==> src/rtl/lcd_nibble_tx.sv <==
// lcd_nibble_tx: sends bytes to an HD44780-style LCD over a 4-bit bus as two
// nibbles (high first), each framed by setup / E-high / gap timing, followed
// by a post-byte wait that is longer for the slow clear/home commands.
// Optional macro LCD_NIBBLE_TX_INIT_EN adds a power-up sequence that sends
// nibbles 0x3,0x3,0x3,0x2 (rs=0) before the block first becomes ready.
module lcd_nibble_tx #(
    parameter int unsigned SETUP_CYC     = 2,
    parameter int unsigned E_HIGH_CYC    = 4,
    parameter int unsigned GAP_CYC       = 3,
    parameter int unsigned CMD_WAIT_CYC  = 10,
    parameter int unsigned CLR_WAIT_CYC  = 50,
    parameter int unsigned INIT_WAIT_CYC = 20
) (
    input  logic       clk,
    input  logic       rst_n,
    input  logic       in_valid,
    input  logic       in_rs,
    input  logic [7:0] in_data,
    output logic       in_ready,
    output logic       lcd_rs,
    output logic [3:0] lcd_d,
    output logic       lcd_e,
    output logic       busy
);

    localparam int unsigned MAX_A = (SETUP_CYC > E_HIGH_CYC) ? SETUP_CYC : E_HIGH_CYC;
    localparam int unsigned MAX_B = (GAP_CYC > CMD_WAIT_CYC) ? GAP_CYC : CMD_WAIT_CYC;
    localparam int unsigned MAX_C = (CLR_WAIT_CYC > INIT_WAIT_CYC) ? CLR_WAIT_CYC : INIT_WAIT_CYC;
    localparam int unsigned MAX_AB = (MAX_A > MAX_B) ? MAX_A : MAX_B;
    localparam int unsigned MAX_P  = (MAX_AB > MAX_C) ? MAX_AB : MAX_C;
    localparam int unsigned CNT_W  = $clog2(MAX_P + 1);

    typedef enum logic [2:0] {
`ifdef LCD_NIBBLE_TX_INIT_EN
        S_INIT,
`endif
        S_IDLE,
        S_SETUP,
        S_EHIGH,
        S_GAP,
        S_WAIT
    } state_t;

`ifdef LCD_NIBBLE_TX_INIT_EN
    localparam state_t RESET_STATE = S_INIT;
`else
    localparam state_t RESET_STATE = S_IDLE;
`endif

    state_t             state, state_n;
    logic [CNT_W-1:0]   cnt, cnt_n;
    logic               rs_q, rs_n;
    logic [7:0]         data_q, data_n;
    logic [1:0]         nib, nib_n;
    logic               e_n, lrs_n;
    logic [3:0]         d_n;
    logic               slow_cmd;
`ifdef LCD_NIBBLE_TX_INIT_EN
    logic               init_q, init_n;
`endif

    assign in_ready = (state == S_IDLE);
    assign busy     = ~in_ready;
    assign slow_cmd = ~rs_q && (data_q == 8'h01 || data_q == 8'h02 || data_q == 8'h03);

    // State, counter, latched byte and registered LCD pins.
    always_ff @(posedge clk or negedge rst_n) begin
        if (!rst_n) begin
            state  <= RESET_STATE;
            cnt    <= '0;
            rs_q   <= 1'b0;
            data_q <= '0;
            nib    <= '0;
            lcd_e  <= 1'b0;
            lcd_rs <= 1'b0;
            lcd_d  <= '0;
`ifdef LCD_NIBBLE_TX_INIT_EN
            init_q <= 1'b0;
`endif
        end else begin
            state  <= state_n;
            cnt    <= cnt_n;
            rs_q   <= rs_n;
            data_q <= data_n;
            nib    <= nib_n;
            lcd_e  <= e_n;
            lcd_rs <= lrs_n;
            lcd_d  <= d_n;
`ifdef LCD_NIBBLE_TX_INIT_EN
            init_q <= init_n;
`endif
        end
    end

    // Next state, counter reload and next pin values; pins are computed from
    // the next state so that they change exactly on state boundaries.
    always_comb begin
        state_n = state;
        cnt_n   = (cnt != '0) ? cnt - CNT_W'(1) : cnt;
        rs_n    = rs_q;
        data_n  = data_q;
        nib_n   = nib;
        lrs_n   = lcd_rs;
        d_n     = lcd_d;
`ifdef LCD_NIBBLE_TX_INIT_EN
        init_n  = init_q;
`endif
        case (state)
`ifdef LCD_NIBBLE_TX_INIT_EN
            S_INIT: begin
                state_n = S_SETUP;
                init_n  = 1'b1;
                nib_n   = 2'd0;
                lrs_n   = 1'b0;
                d_n     = 4'h3;
                cnt_n   = CNT_W'(SETUP_CYC - 1);
            end
`endif
            S_IDLE: begin
                if (in_valid) begin
                    state_n = S_SETUP;
                    rs_n    = in_rs;
                    data_n  = in_data;
                    nib_n   = 2'd0;
                    lrs_n   = in_rs;
                    d_n     = in_data[7:4];
                    cnt_n   = CNT_W'(SETUP_CYC - 1);
                end
            end
            S_SETUP: begin
                if (cnt == '0) begin
                    state_n = S_EHIGH;
                    cnt_n   = CNT_W'(E_HIGH_CYC - 1);
                end
            end
            S_EHIGH: begin
                if (cnt == '0) begin
`ifdef LCD_NIBBLE_TX_INIT_EN
                    if (init_q) begin
                        state_n = S_WAIT;
                        cnt_n   = CNT_W'(INIT_WAIT_CYC - 1);
                    end else
`endif
                    if (nib == 2'd0) begin
                        state_n = S_GAP;
                        cnt_n   = CNT_W'(GAP_CYC - 1);
                    end else begin
                        state_n = S_WAIT;
                        cnt_n   = slow_cmd ? CNT_W'(CLR_WAIT_CYC - 1) : CNT_W'(CMD_WAIT_CYC - 1);
                    end
                end
            end
            S_GAP: begin
                if (cnt == '0) begin
                    state_n = S_SETUP;
                    nib_n   = 2'd1;
                    d_n     = data_q[3:0];
                    cnt_n   = CNT_W'(SETUP_CYC - 1);
                end
            end
            S_WAIT: begin
                if (cnt == '0) begin
                    state_n = S_IDLE;
`ifdef LCD_NIBBLE_TX_INIT_EN
                    // init nibbles reuse SETUP/EHIGH/WAIT, looping until the 4th
                    if (init_q) begin
                        if (nib != 2'd3) begin
                            state_n = S_SETUP;
                            nib_n   = nib + 2'd1;
                            d_n     = (nib == 2'd2) ? 4'h2 : 4'h3;
                            cnt_n   = CNT_W'(SETUP_CYC - 1);
                        end else begin
                            init_n  = 1'b0;
                        end
                    end
`endif
                end
            end
            default: state_n = RESET_STATE;
        endcase
        e_n = (state_n == S_EHIGH);
    end

endmodule

==> config.mk <==
export PLATFORM = sky130hd
export DESIGN_NAME = lcd_nibble_tx
export DESIGN_NICKNAME = d
export VERILOG_FILES = /design/src/rtl/lcd_nibble_tx.sv
export SDC_FILE = /design/constraint.sdc
export NUM_CORES = 1
export LEC_CHECK = 0
export BUFFER_PORTS_ARGS = -buffer_cell sky130_fd_sc_hd__buf_2
export CORE_ASPECT_RATIO = 1.75
export CORE_MARGIN = 1.5
export CORE_UTILIZATION = 55
export DETAILED_ROUTE_END_ITERATION = 10
export GPL_TIMING_DRIVEN = 0
export HOLD_SLACK_MARGIN = 0.12
export PLACE_DENSITY = 0.82
export RECOVER_POWER = 50
export SYNTH_ARGS = -nofsm -noshare
export SYNTH_HDL_FRONTEND = slang
export SYNTH_SLANG_ARGS = --single-unit
==> constraint.sdc <==
create_clock -name clk -period 4.62 [get_ports clk]
set_clock_uncertainty 0.05 [all_clocks]
set_input_delay 0.231 -clock clk [delete_from_list [all_inputs] [get_ports clk]]
set_output_delay 0.231 -clock clk [all_outputs]
set_load 0.05 [all_outputs]
==> results of run 1 <==
## tightest hold or removal path: cells and delay by family
family | cells | cell delay (ns)
AOI/OAI and AO/OA | 2 | 0.22
buffers and inverters | 1 | 0.12
## cell usage in the layout (no fill, tap or decap), types with 2 or more instances in the layout
cell type and instances:
clkbuf_1 6, dfrtp_1 24, nor3_1 3, clkbuf_4 3, buf_6 2, xor2_1 2
mux2_4 8, a21oi_1 8, nand2b_1 6, inv_2 2, buf_2 14, o21ai_0 3
o31ai_1 2, o221a_1 4, nand2_1 3, inv_1 4, nor2_1 9, nand3_1 3
ha_1 3, or3_1 2, dlygate4sd3_1 10, xnor2_1 2
## layer usage
layer / part of all wire / GRT usage
met1: 0.38 / 0.260
met2: 0.55 / 0.427
met3: 0.043 / 0.0404
met4: 0.024 / 0.0948
met5: 0 / 0
## final timing paths
check	depth (start not counted)	start	end
max	10	cnt[0]	cnt[0]
min	3	in_valid	state[0]
max reg2reg	10	cnt[0]	cnt[0]
min reg2reg	1	data_q[4]	data_q[4]
max in group asynchronous	2	rst_n	data_q[0]
min in group asynchronous	2	rst_n	cnt[2]
## kinds of logic (layout without fill, tap and decap cells)
group | Yosys count | after routing | synth area share
flops | 24 | 24 | 0.480
xor+xnor | 4 | 4 | 0.0280
buf+inv | 9 | 42 | 0.0390
fa+ha+maj | 3 | 3 | 0.0300
simple gates | 37 | 37 | 0.180
mux | 9 | 9 | 0.105
compound gates | 23 | 23 | 0.139
## cell type report
type                    instances  area (sq um)
flip-flops and latches         24           601
clock buffers                   4          36.3
inverters                       6          22.5
plain buffers                   3          26.3
well taps                      24          30.0
fillers                       149           612
repair buffers                 29           189
multi-input cells              76           603
## registers in the layout (all words and copies together) (netlist names)
name and flops:
rs_q 1, cnt 6, lcd_d 4, nib 1, state 3, data_q 8
lcd_e 1
## power breakdown
part / internal [uW] / total, uW / switching, uW
clock: 48.2 / 112 / 63.4
combinational: 219 / 530 / 311
sequential: 307 / 383 / 75.9
## metrics by stage
stage	util	worst slack, ns	std cells	hold slack, ns	power (uW)
2_1_floorplan	-	2.65	109	-0.115	795
3_3_place_gp	0.650	2.57	152	0.179	891
3_5_place_dp	0.650	2.51	152	0.187	912
4_1_cts	0.714	2.48	166	0.242	1030
5_1_grt	0.711	2.31	166	0.268	1090
6_report	0.711	2.50	166	0.240	1020
## repair_timing
action / CTS / global route
gates resized for setup: 0 / 0
hold buffers: 10 / 0
hold endpoints to repair: 33 / 0
==> results_dict.tcl, run 1 <==
set metrics [dict create \
    fin_nets 158 \
    dpl-instance-area_sq_um 1380 \
    yosys-top-cells-count "dfrtp_1 (24), nor2_1 (9), a21oi_1 (8), mux2_4 (8), nand2b_1 (6)" \
    clk_path_buf_depth 2 \
    grt_max_degree 25 \
    antenna_found_initial 0 \
    clock_latency_ns 0.32 \
    synth.most_common_cell "dfrtp_1" \
    hpwl_mm 1.89 \
    synth_area_per_cell_sq_um 11.5 \
    cellLeakagePower_uw 0.000695 \
    ios 20 \
    reg2reg_slack_ns 2.50 \
    place_congestion 0.829 \
    cp_num_buf_inv 2 \
    grt_pass1_vias 984 \
    firstDrtPassIters 4 \
    slew_violations 0 \
    syn_inst 109 \
    min_path_type "input port to flop" \
    synth_top_area_share 0.480 \
    wl_per_cell_um 16.0 \
    cts_sinks 24 \
    hold_viol_final 0 \
    synth_area_sq_um 1250 \
    grt_pass1_wl_mm 4.28 \
    start_util 0.591 \
    wl_mm 2.66 \
    cpPeakStageDelay_ns 0.43 \
    path_clk_slew_ns 0.13 \
    worst-path-max-fanout 8 \
    ys_top_cells_by_area "dfrtp_1 (48%), mux2_4 (9.6%), o221a_1 (3.6%)" \
    ir_drop_v 0.000312 \
    postCtsSetupBuffers 0 \
    endpoint_kind "flop" \
    synthDistinctLibCells 37 \
    drive_gt1_frac 0.261 \
    cap_viol_max_count 0 \
    h-tree-depth 1 \
    post-route-period-util 0.459 \
    via_per_inst 5.72 \
    postSynth.asyncResetShare 1.00 \
    cp.required_ns 4.77 \
    slew_headroom 0.147 \
    critPathArrivalTime_ns 2.27 \
    synth-seq-area-share 0.480 \
    crit_family "simple AND/OR/NAND/NOR gates" \
    path_class "flop to flop" \
    grt_usage 0.238 \
    fin_tns_setup_ns 0 \
    synth.net_count 124 \
    drtAntennaViolNets 0 \
    diodes 0 \
    drc 0 \
    die_w_um 39.1 \
    crit_chain "inv_1, ha_1, nand2b_1, nor2_8, inv_1, ha_1, nor2_1, nor2_1, o221ai_1, o31ai_1" \
    dieArea_sq_um 2580 \
    drtIter0Drc 36 \
    worst_pin_slew_ns 1.28 \
    start_kind "flop" \
    postLayoutCellArea_sq_um 1510 \
    powerDensity_nw_per_um2 680 \
    synth-edff-count 0 \
    syn_to_final_growth_pct 20.4 \
    fmax_mhz 472 \
    placementRows 22 \
    min_period_ns 2.12 \
    dr_total_vias 949 \
    setup_viol 0 \
    cts_buffers 3 \
    die_y_um 66.1 \
    rsz0062_at_grt "false" \
    cts_root_buf "clkbuf_4" \
    ys.flop_type "dfrtp_1" \
    synth-seq-cells 24 \
    synth_warnings 0 \
    cp_slowest_cell "dfrtp_1" \
    status "completed" \
    core-area_sq_um 2120 \
    yosys.area.top_type "dfrtp_1" \
    portBuffers 19 \
    grt-ovfl-total 0 \
    cts_tree "yes" \
]
Power figures use the tool's default switching activity.
==> run 2: changes to the inputs <==
--- a/config.mk
+++ b/config.mk
@@ -8,11 +8,11 @@
 export BUFFER_PORTS_ARGS = -buffer_cell sky130_fd_sc_hd__buf_2
 export CORE_ASPECT_RATIO = 1.75
 export CORE_MARGIN = 1.5
-export CORE_UTILIZATION = 55
+export CORE_UTILIZATION = 49
 export DETAILED_ROUTE_END_ITERATION = 10
 export GPL_TIMING_DRIVEN = 0
 export HOLD_SLACK_MARGIN = 0.12
-export PLACE_DENSITY = 0.82
+export PLACE_DENSITY = 0.77
 export RECOVER_POWER = 50
 export SYNTH_ARGS = -nofsm -noshare
 export SYNTH_HDL_FRONTEND = slang
==> constraint.sdc (replaced) <==
create_clock -name clk -period 1.81 [get_ports clk]
set_clock_uncertainty 0.05 [all_clocks]
set_input_delay 0.0905 -clock clk [delete_from_list [all_inputs] [get_ports clk]]
set_output_delay 0.0905 -clock clk [all_outputs]
set_load 0.05 [all_outputs]
==> run 2 against run 1 <==
Net effect: wire length fell by 1.4%; setup slack got worse by 2.5 ns; clock power rose to 3.2 times the previous value; cell area rose by 6.2%.
==> results_dict.tcl, run 2 (same netlist as run 1, synthesis figures left out) <==
set metrics [dict create \
    fin_tns_setup_ns 0 \
    fin_nets 162 \
    h-tree-depth 1 \
    p_switching_uw 1200 \
    grt_pass1_vias 1025 \
    cap_viol_max_count 0 \
    placementRows 24 \
    clock_latency_ns 0.26 \
    pwr-share-clk 0.126 \
    cp_slowest_cell "or3_4" \
    min_period_ns 1.78 \
    cp.required_ns 1.89 \
    endpoint_kind "flop" \
    diodes 0 \
    cellLeakagePower_uw 0.000735 \
    grt-ovfl-total 0 \
    ir_drop_v 0.000934 \
    core-area_sq_um 2460 \
    hp-start "in_valid" \
    final_common_cell "dfrtp_1" \
    cpPeakStageDelay_ns 0.43 \
    fin_ws_ns 0.0263 \
    antenna_found_initial 0 \
    place_congestion 0.883 \
    reg2reg_slack_ns 0.03 \
    crit_chain "or3_4, nor2_8, inv_4, ha_4, nor2_2, nor2_1, o221ai_1, o31ai_1" \
    status "completed" \
    grt_pass1_wl_mm 4.28 \
    start_util 0.509 \
    largest_register "data_q" \
    fin_cells 172 \
    min_path_type "input port to flop" \
    largest_reg_flops 8 \
    slew_headroom 0.148 \
    die_w_um 41.2 \
    wl_mm 2.63 \
    grt_usage 0.210 \
    fillCellCount 196 \
    drc 0 \
    post-route-period-util 0.985 \
    firstDrtPassIters 4 \
    grt_max_degree 25 \
    dr_total_vias 959 \
    critPathArrivalTime_ns 1.86 \
    via_per_inst 5.58 \
    start_kind "flop" \
    p_int_uw 1640 \
    fmax_mhz 561 \
    portBuffers 19 \
    setup_viol 0 \
    regArea_sq_um 601 \
    multiInputGateArea_sq_um 638 \
    cts_buffers 3 \
    worst-path-max-fanout 6 \
    reg_top3 "data_q: 8 flops, cnt: 6 flops, lcd_d: 4 flops" \
    path_class "flop to flop" \
    dieArea_sq_um 2880 \
    path_clk_slew_ns 0.08 \
    slew_violations 0 \
    clk_path_buf_depth 2 \
    final_util 0.650 \
    r2r_start "cnt[3]" \
    r2r-end "cnt[0]" \
    hold_depth 3 \
    switching_share 0.422 \
    syn_to_final_growth_pct 27.9 \
    wl_per_cell_um 15.3 \
    cts_root_buf "clkbuf_8" \
    drtAntennaViolNets 0 \
    drive_gt1_frac 0.336 \
    cts_sinks 24 \
    hold_viol_final 0 \
    combPwrFrac 0.530 \
    pre_cts_slack_ns -0.125 \
    worst_pin_slew_ns 1.28 \
    dp_cells 154 \
    mostFrequentLayoutCells "dfrtp_1 (24), buf_2 (16), dlygate4sd3_1 (10), a21oi_1 (8), mux2_4 (8)" \
    rsz0062_at_grt "true" \
    cp_num_buf_inv 1 \
    hpwl_mm 1.80 \
    powerDensity_nw_per_um2 1770 \
    ios 20 \
    rr_worst_depth 8 \
    cts_tree "yes" \
    die_y_um 69.9 \
    hold_end "state[0]" \
    crit_family "simple AND/OR/NAND/NOR gates" \
    drtIter0Drc 39 \
    p_seq_frac 0.344 \
]
[run 2: cell count changes in the layout (fill, tap and decap cells not counted), sizes merged]
cell	before	now
clkbuf	10	8
buf	16	22
[run 2: cell type report]
class                   instances  area share
repair buffers                 33       0.138
clock buffers                   4      0.0344
well taps                      26      0.0203
plain buffers                   3      0.0164
multi-input cells              76       0.398
flip-flops and latches         24       0.375
inverters                       6      0.0172
[run 2: worst max path at each step]
stage	from	end	slack (ns)	cells past startpoint
3_5_place_dp	cnt[0]	cnt[0]	-0.13	10
5_1_grt	cnt[3]	cnt[0]	-0.02	8
3_3_place_gp	cnt[0]	cnt[0]	-0.12	10
2_1_floorplan	state[1]	data_q[1]	0.009	7
6_report	cnt[3]	cnt[0]	0.03	8
4_1_cts	cnt[3]	cnt[1]	0.03	5
[run 2: metal layers]
layer | routed length (um) | GRT usage
met4 | 23 | 0.0717
met2 | 1510 | 0.370
met1 | 1030 | 0.232
met3 | 68 | 0.0317
met5 | 0 | 0
[run 2: power groups by stage]
stage               clock network [uW]  registers, uW  logic, uW
floorplan                            0           1160        893
global placement                     0            980       1330
detailed placement                   0            989       1350
CTS                                362            968       1490
global route                       384           1010       1630
finish                             357            974       1500
[run 2: through the flow]
stage	total power (uW)	cell area, sq um	hold slack [ns]
global placement	2310	1400	0.0425
finish	2830	1600	0.174
floorplan	2060	1270	-0.255
CTS	2820	1600	0.170
global route	3020	1600	0.203
detailed placement	2340	1400	0.0492
[run 2: what timing repair did]
item / in CTS / in global routing
buffers inserted: 4 / 0
resized for setup: 2 / 2
hold buffers: 10 / 0
pin swaps: 3 / 0
endpoints found under the setup margin: 1 / 4
endpoints found under the hold margin: 33 / 0
[run 2: worst register-to-register path, stage by stage (launching register included)]
cell      delay [ns]
dfrtp_1         0.39
or3_4           0.43
nor2_8          0.14
inv_4           0.06
ha_4            0.21
nor2_2          0.09
nor2_1          0.04
o221ai_1        0.14
o31ai_1         0.10
